<file path="src/rtl/clk_mgr_a_pkg.sv">
// Shared constants and elaboration-time helpers for the clk_mgr_a clock-enable generator.
package clk_mgr_a_pkg;

  localparam longint unsigned DEF_INPUT_CLOCK_FREQ = 64'd100_000_000;
  localparam longint unsigned DEF_SYSCLK_FREQ      = 64'd80_000_000;
  localparam longint unsigned DEF_CLKOUT1_FREQ     = 64'd50_000_000;
  localparam longint unsigned DEF_CLKOUT2_FREQ     = 64'd25_000_000;
  localparam longint unsigned DEF_CLKOUT3_FREQ     = 64'd150_000_000;
  localparam longint unsigned DEF_CLKOUT4_FREQ     = 64'd200_000_000;
  localparam int unsigned     DEF_LOCK_CYCLES      = 16;
  localparam int unsigned     DEF_ACC_W            = 32;

  // Channel order inside the strobe vectors: SYS first, then user channels 1-4.
  localparam int unsigned NUM_CH = 5;

  // round(freq * 2^acc_w / fin); wide intermediate so large ratios cannot overflow.
  function automatic logic [63:0] calc_inc(input longint unsigned freq,
                                           input longint unsigned fin,
                                           input int unsigned     acc_w);
    logic [127:0] num;
    logic [127:0] quo;
    if (fin == 0) begin
      quo = '0;
    end else begin
      num = (128'(freq) << acc_w) + 128'(fin >> 1);
      quo = num / 128'(fin);
    end
    return quo[63:0];
  endfunction

  function automatic bit calc_sat(input longint unsigned freq,
                                  input longint unsigned fin);
    return freq >= fin;
  endfunction

  // Square-wave accumulator step: twice the strobe step, clamped below 2^acc_w.
  function automatic logic [63:0] calc_sq_step(input logic [63:0] inc,
                                               input int unsigned acc_w);
    logic [64:0] dbl;
    logic [64:0] lim;
    dbl = {inc, 1'b0};
    lim = (65'd1 << acc_w) - 65'd1;
    return (dbl > lim) ? lim[63:0] : dbl[63:0];
  endfunction

endpackage

</file>
<file path="src/rtl/clk_mgr_a_nco.sv">
// One phase-accumulator channel: carry-driven enable strobe, saturation override and,
// with CLKMGR_SQUARE_OUT_EN defined, a toggle-flop square output on a second accumulator.
module clk_mgr_a_nco
  import clk_mgr_a_pkg::*;
#(
  parameter int unsigned ACC_W = 32,
  parameter logic [63:0] INC   = '0,
  parameter bit          SAT   = 1'b0
) (
  input  logic clk,
  input  logic rst,
  input  logic run,
  output logic strobe
`ifdef CLKMGR_SQUARE_OUT_EN
  ,
  output logic sq
`endif
);

  localparam logic [ACC_W-1:0] STEP = INC[ACC_W-1:0];

  logic [ACC_W-1:0] acc_q, acc_d;
  logic             strobe_q, strobe_d;
  logic [ACC_W:0]   sum;

  // A saturated channel ignores its accumulator, so it is parked at zero.
  always_comb begin
    sum      = {1'b0, acc_q} + {1'b0, STEP};
    acc_d    = '0;
    strobe_d = 1'b0;
    if (run) begin
      acc_d    = SAT ? '0 : sum[ACC_W-1:0];
      strobe_d = SAT | sum[ACC_W];
    end
  end

  always_ff @(posedge clk) begin
    if (rst) begin
      acc_q    <= '0;
      strobe_q <= 1'b0;
    end else begin
      acc_q    <= acc_d;
      strobe_q <= strobe_d;
    end
  end

  assign strobe = strobe_q;

`ifdef CLKMGR_SQUARE_OUT_EN
  localparam logic [63:0]      SQ_STEP64 = calc_sq_step(INC, ACC_W);
  localparam logic [ACC_W-1:0] SQ_STEP   = SQ_STEP64[ACC_W-1:0];

  logic [ACC_W-1:0] sq_acc_q, sq_acc_d;
  logic             tgl_q, tgl_d;
  logic [ACC_W:0]   sq_sum;

  // Each carry of the double-rate accumulator is one half period of the square wave.
  always_comb begin
    sq_sum   = {1'b0, sq_acc_q} + {1'b0, SQ_STEP};
    sq_acc_d = '0;
    tgl_d    = 1'b0;
    if (run) begin
      sq_acc_d = sq_sum[ACC_W-1:0];
      tgl_d    = tgl_q ^ sq_sum[ACC_W];
    end
  end

  always_ff @(posedge clk) begin
    if (rst) begin
      sq_acc_q <= '0;
      tgl_q    <= 1'b0;
    end else begin
      sq_acc_q <= sq_acc_d;
      tgl_q    <= tgl_d;
    end
  end

  assign sq = tgl_q;
`endif

endmodule

</file>
<file path="src/rtl/clk_mgr_a.sv">
// Clock manager top: lock counter plus five NCO channels producing OSC_IN-rate enable strobes.
// Define CLKMGR_SQUARE_OUT_EN to add the *_SQ near-50% square outputs.
module clk_mgr_a
  import clk_mgr_a_pkg::*;
#(
  parameter longint unsigned INPUT_CLOCK_FREQ = DEF_INPUT_CLOCK_FREQ,
  parameter longint unsigned SYSCLK_FREQ      = DEF_SYSCLK_FREQ,
  parameter longint unsigned CLKOUT1_FREQ     = DEF_CLKOUT1_FREQ,
  parameter longint unsigned CLKOUT2_FREQ     = DEF_CLKOUT2_FREQ,
  parameter longint unsigned CLKOUT3_FREQ     = DEF_CLKOUT3_FREQ,
  parameter longint unsigned CLKOUT4_FREQ     = DEF_CLKOUT4_FREQ,
  parameter                  FPGA_FAMILY      = "ZYNQ7000",
  parameter int unsigned     LOCK_CYCLES      = DEF_LOCK_CYCLES,
  parameter int unsigned     ACC_W            = DEF_ACC_W
) (
  input  logic OSC_IN,
  input  logic RST,
  output logic OSC_OUT,
  output logic SYS_CLK_OUT,
  output logic CLKOUT1,
  output logic CLKOUT2,
  output logic CLKOUT3,
  output logic CLKOUT4,
`ifdef CLKMGR_SQUARE_OUT_EN
  output logic SYS_CLK_SQ,
  output logic CLKOUT1_SQ,
  output logic CLKOUT2_SQ,
  output logic CLKOUT3_SQ,
  output logic CLKOUT4_SQ,
`endif
  output logic SYS_CLK_LOCKED
);

  // The family name is kept only for drop-in compatibility; both arms are identical.
  localparam int unsigned LOCK_TGT = (FPGA_FAMILY != '0) ? LOCK_CYCLES : LOCK_CYCLES;
  localparam int unsigned CNT_W    = $clog2(LOCK_TGT + 1);
  localparam logic [CNT_W-1:0] CNT_MAX = CNT_W'(LOCK_TGT);

  localparam logic [NUM_CH-1:0][63:0] FREQ_TBL =
    {CLKOUT4_FREQ, CLKOUT3_FREQ, CLKOUT2_FREQ, CLKOUT1_FREQ, SYSCLK_FREQ};

  logic [CNT_W-1:0] cnt_q, cnt_d;
  logic             locked_q, locked_d;
  logic [NUM_CH-1:0] stb;

  always_comb begin
    cnt_d = cnt_q;
    if (cnt_q != CNT_MAX) cnt_d = cnt_q + 1'b1;
    locked_d = (cnt_d == CNT_MAX);
  end

  always_ff @(posedge OSC_IN) begin
    if (RST) begin
      cnt_q    <= '0;
      locked_q <= 1'b0;
    end else begin
      cnt_q    <= cnt_d;
      locked_q <= locked_d;
    end
  end

`ifdef CLKMGR_SQUARE_OUT_EN
  logic [NUM_CH-1:0] sq;
`endif

  // Channels step on the locking edge itself so a saturated strobe is high in the first locked cycle.
  for (genvar i = 0; i < NUM_CH; i++) begin : g_ch
    clk_mgr_a_nco #(
      .ACC_W (ACC_W),
      .INC   (calc_inc(FREQ_TBL[i], INPUT_CLOCK_FREQ, ACC_W)),
      .SAT   (calc_sat(FREQ_TBL[i], INPUT_CLOCK_FREQ))
    ) u_nco (
      .clk    (OSC_IN),
      .rst    (RST),
      .run    (locked_d),
      .strobe (stb[i])
`ifdef CLKMGR_SQUARE_OUT_EN
      ,
      .sq     (sq[i])
`endif
    );
  end

  assign OSC_OUT        = OSC_IN;
  assign SYS_CLK_LOCKED = locked_q;
  assign {CLKOUT4, CLKOUT3, CLKOUT2, CLKOUT1, SYS_CLK_OUT} = stb;

`ifdef CLKMGR_SQUARE_OUT_EN
  assign {CLKOUT4_SQ, CLKOUT3_SQ, CLKOUT2_SQ, CLKOUT1_SQ, SYS_CLK_SQ} = sq;
`endif

endmodule

</file>
<file path="config.mk">
export PLATFORM = sky130hd
export DESIGN_NAME = clk_mgr_a
export DESIGN_NICKNAME = d
export VERILOG_FILES = /design/src/rtl/clk_mgr_a_pkg.sv /design/src/rtl/clk_mgr_a_nco.sv /design/src/rtl/clk_mgr_a.sv
export SDC_FILE = /design/constraint.sdc
export NUM_CORES = 1
export LEC_CHECK = 0
export ABC_AREA = 1
export CAP_MARGIN = 20
export CORE_ASPECT_RATIO = 1.75
export CORE_UTILIZATION = 55
export DETAILED_ROUTE_END_ITERATION = 7
export PLACE_DENSITY = 0.76
export SLEW_MARGIN = 20
export SYNTH_ARGS = -nofsm -noshare
export SYNTH_HDL_FRONTEND = slang
export SYNTH_SLANG_ARGS = --single-unit
</file>
<file path="constraint.sdc">
create_clock -name OSC_IN -period 2.2 [get_ports OSC_IN]
set_input_delay 0.44 -clock OSC_IN [delete_from_list [all_inputs] [get_ports OSC_IN]]
set_output_delay 0.44 -clock OSC_IN [all_outputs]
set_load 0.01 [all_outputs]
</file>
==> results.py <==
metrics = {
    "run": {
        "cap_violations": 0,
    },
    "route": {
        "wirelength_um": 6260,
        "drt_iter0_markers": 76,
        "routed-via-count": 2690,
        "wl_per_cell_um": 12.1,
        "dr.pass1.iters": 4,
        "ant_nets": 0,
        "drc": 0,
        "avgViaCountPerCell": 5.22,
    },
    "sta": {
        "setup_viol": 0,
        "finalSetupTns_ns": 0,
        "worst_pin_slew_ns": 0.362,
        "finalClockSkew_ns": 0.00639,
        "grt_setup_unrepaired": "false",
        "setup_slack_ns": 0.171,
        "drv_slew": 0,
        "max_slew_margin_pct": 75.6,
        "finalHoldViolations": 0,
    },
    "worst_setup_path": {
        "worstSetupPathType": "clock port to output port",
        "reg2reg_from": "cnt_q[0]",
        "path_cells": "clkbuf_8, clkbuf_8, dlygate4sd2_1",
        "critPathMaxStageDelay_ns": 0.27,
        "crit_fanout": 2,
        "cp_num_buf_inv": 3,
        "r2r-end": "g_ch[0].u_nco.acc_q[17]",
        "cp.required_ns": 1.76,
        "cp_slowest_cell": "dlygate4sd2_1",
        "reg2regPathDepth": 11,
        "cp_data_arrival_time_ns": 1.59,
        "startpoint_type": "clock port",
        "path_delay_family": "buffers and inverters",
        "cp-end-kind": "output port",
        "rrSetupSlack_ns": 0.48,
        "crit_top_cell": "clkbuf_8",
    },
    "synth": {
        "yosysSeqAreaShare_pct": 32.7,
        "netlist_instances": 449,
        "synth_fp_nets": 455,
        "synth_compound_area_share_pct": 8.33,
        "yosysWarnings": 0,
        "synth-simple-area-share_pct": 42.8,
        "ys_seq_elements": 44,
        "netlist_area_mm2": 0.00269,
        "synth_xor_area_share_pct": 1.95,
        "syn_avg_cell_area_um2": 5.99,
        "synthMuxAreaShare_pct": 0,
        "synth_top_family_by_area": "simple AND/OR/NAND/NOR gates",
        "yosys.area_share.adder_pct": 1.86,
        "synth_cell_type_count": 26,
    },
    "place": {
        "routabilityCongestion": 0.997,
        "dp_slack_ns": 0.211,
        "numPortBuffers": 8,
        "place_inst": 505,
        "hpwl_um": 4840,
    },
    "floorplanning": {
        "initial_utilization_pct": 57.2,
        "rows": 33,
        "chipHeight_um": 94.5,
        "die_x_um": 54.9,
        "core_mm2": 0.00471,
        "ios": 9,
        "die-area_mm2": 0.00519,
    },
    "final_layout": {
        "drive_above_1_share_pct": 6.70,
        "area_growth_pct": 8.37,
        "layout.cells.non_filler": 515,
        "fin_nets": 469,
        "diodes": 0,
    },
    "clock_network": {
        "post_cts_buffers": 0,
        "cts_tree": "built",
        "clkLatencyLatePin_ns": 0.40,
        "post_cts_resize_count": 1,
        "hold_buffers": 0,
        "cts.clk_slew.worst_paths_ns": 0.07,
    },
    "pwr": {
        "leakage_nw": 1.40,
        "p_per_area_mw_per_mm2": 508,
        "peakVddDrop_v": 0.000593,
    },
    "run_status": {
        "status": "finished, final reports clean",
    },
    "global_route": {
        "overflow": 0,
        "grt_antenna_before_repair": 0,
        "grt_pass1_vias": 2585,
        "grt_pass1_wl_um": 10600,
        "grt_max_degree": 21,
        "grt_usage_pct": 29.0,
    },
    "min_path": {
        "min-delay-path-class": "register to register",
        "min-delay-start": "g_ch[1].u_nco.acc_q[31]",
        "hold_end": "g_ch[1].u_nco.acc_q[31]",
        "hold_depth": 1,
    },
}
==> logic make-up after synthesis <==
logic type / Yosys count
and+or+nand+nor: 273
xor gates and xnor gates: 6
adders and majority gates: 4
DFF: 44
AOI/OAI and AO/OA: 42
buffers and inverters: 80
==> metal layers <==
metal	part of all wire [%]	GRT usage, %
met4	6.0	23.3
met5	0	0
met3	2.5	6.60
met2	54	50.5
met1	38	26.6
==> worst max path at each step <==
stage	cells past startpoint	start	slack [ns]	end
3_5_place_dp	1	OSC_IN	0.21	OSC_OUT
5_1_grt	3	OSC_IN	0.16	OSC_OUT
2_1_floorplan	1	OSC_IN	0.54	OSC_OUT
4_1_cts	3	OSC_IN	0.17	OSC_OUT
6_report	3	OSC_IN	0.17	OSC_OUT
3_3_place_gp	1	OSC_IN	0.21	OSC_OUT
==> layout by cell type (no fill, tap or decap), drive strengths merged, types with 4 or more instances in the layout <==
cell / Yosys / routed
o21ai: 10 / 10
dfxtp: 44 / 44
nor2: 98 / 98
nand4: 4 / 4
ha: 4 / 4
nand3: 36 / 36
nand2: 132 / 132
clkbuf: 0 / 9
clkdlybuf4s50: 0 / 7
xor2: 5 / 5
a21oi: 31 / 31
inv: 73 / 73
==> synth_stat cells <==
| cell type | n | area, um^2 |
|---|---|---|
| xnor2_1 | 1 | 8.76 |
| nand2_2 | 7 | 43.8 |
| nand4_1 | 4 | 25.0 |
| buf_4 | 3 | 22.5 |
| nand2_4 | 1 | 11.3 |
| clkinv_2 | 1 | 5.00 |
| buf_12 | 1 | 20.0 |
| ha_1 | 4 | 50.1 |
| buf_2 | 2 | 10.0 |
| nor3_1 | 2 | 10.0 |
| a21boi_0 | 1 | 7.51 |
| a21oi_4 | 1 | 16.3 |
| inv_1 | 72 | 270 |
| o21ai_1 | 1 | 5.00 |
| dfxtp_1 | 44 | 881 |
| nand3_2 | 2 | 20.0 |
| xor2_1 | 5 | 43.8 |
| nand2_1 | 124 | 465 |
| nor2_2 | 6 | 37.5 |
| nor2_8 | 1 | 20.0 |
| nor2_1 | 91 | 342 |
| o21ai_0 | 9 | 45.0 |
| a21oi_1 | 30 | 150 |
| inv_2 | 1 | 3.75 |
| nand3_1 | 34 | 170 |
| and2_1 | 1 | 6.26 |
==> flip-flops by register name, summed over array words and instances, names as in the netlist <==
name / flops
g_ch.u_nco.strobe: 3
g_ch.u_nco.acc_q: 35
SYS_CLK_LOCKED: 1
cnt_q: 5
==> power breakdown <==
group          internal [W]  leakage [nW]   total, W  switching (W)
logic             0.0000110         0.978  0.0000313      0.0000203
clock network      0.000349        0.0679   0.000646       0.000297
registers          0.000800         0.355   0.000804     0.00000403
==> cell type report <==
cell class,instances,area [um^2]
Timing Repair Buffer,9,85.1
Tap cell,52,65.1
Clock buffer,10,123
Multi-Input combinational cell,325,1480
Fill cell,474,1790
Sequential cell,44,881
Inverter,74,279
Clock inverter,1,5.00
==> metrics by stage <==
step           hold slack (ns)  util, %  instance area [um^2]  power, W
2_1_floorplan            0.393        -                  2690  0.000883
3_3_place_gp             0.399     59.4                  2800  0.000899
3_5_place_dp             0.405     59.4                  2800  0.000900
4_1_cts                  0.417     61.9                  2920   0.00150
5_1_grt                  0.458     61.9                  2920   0.00153
6_report                 0.415     61.9                  2920   0.00148
Note: power is estimated with default switching activity, not from simulation.
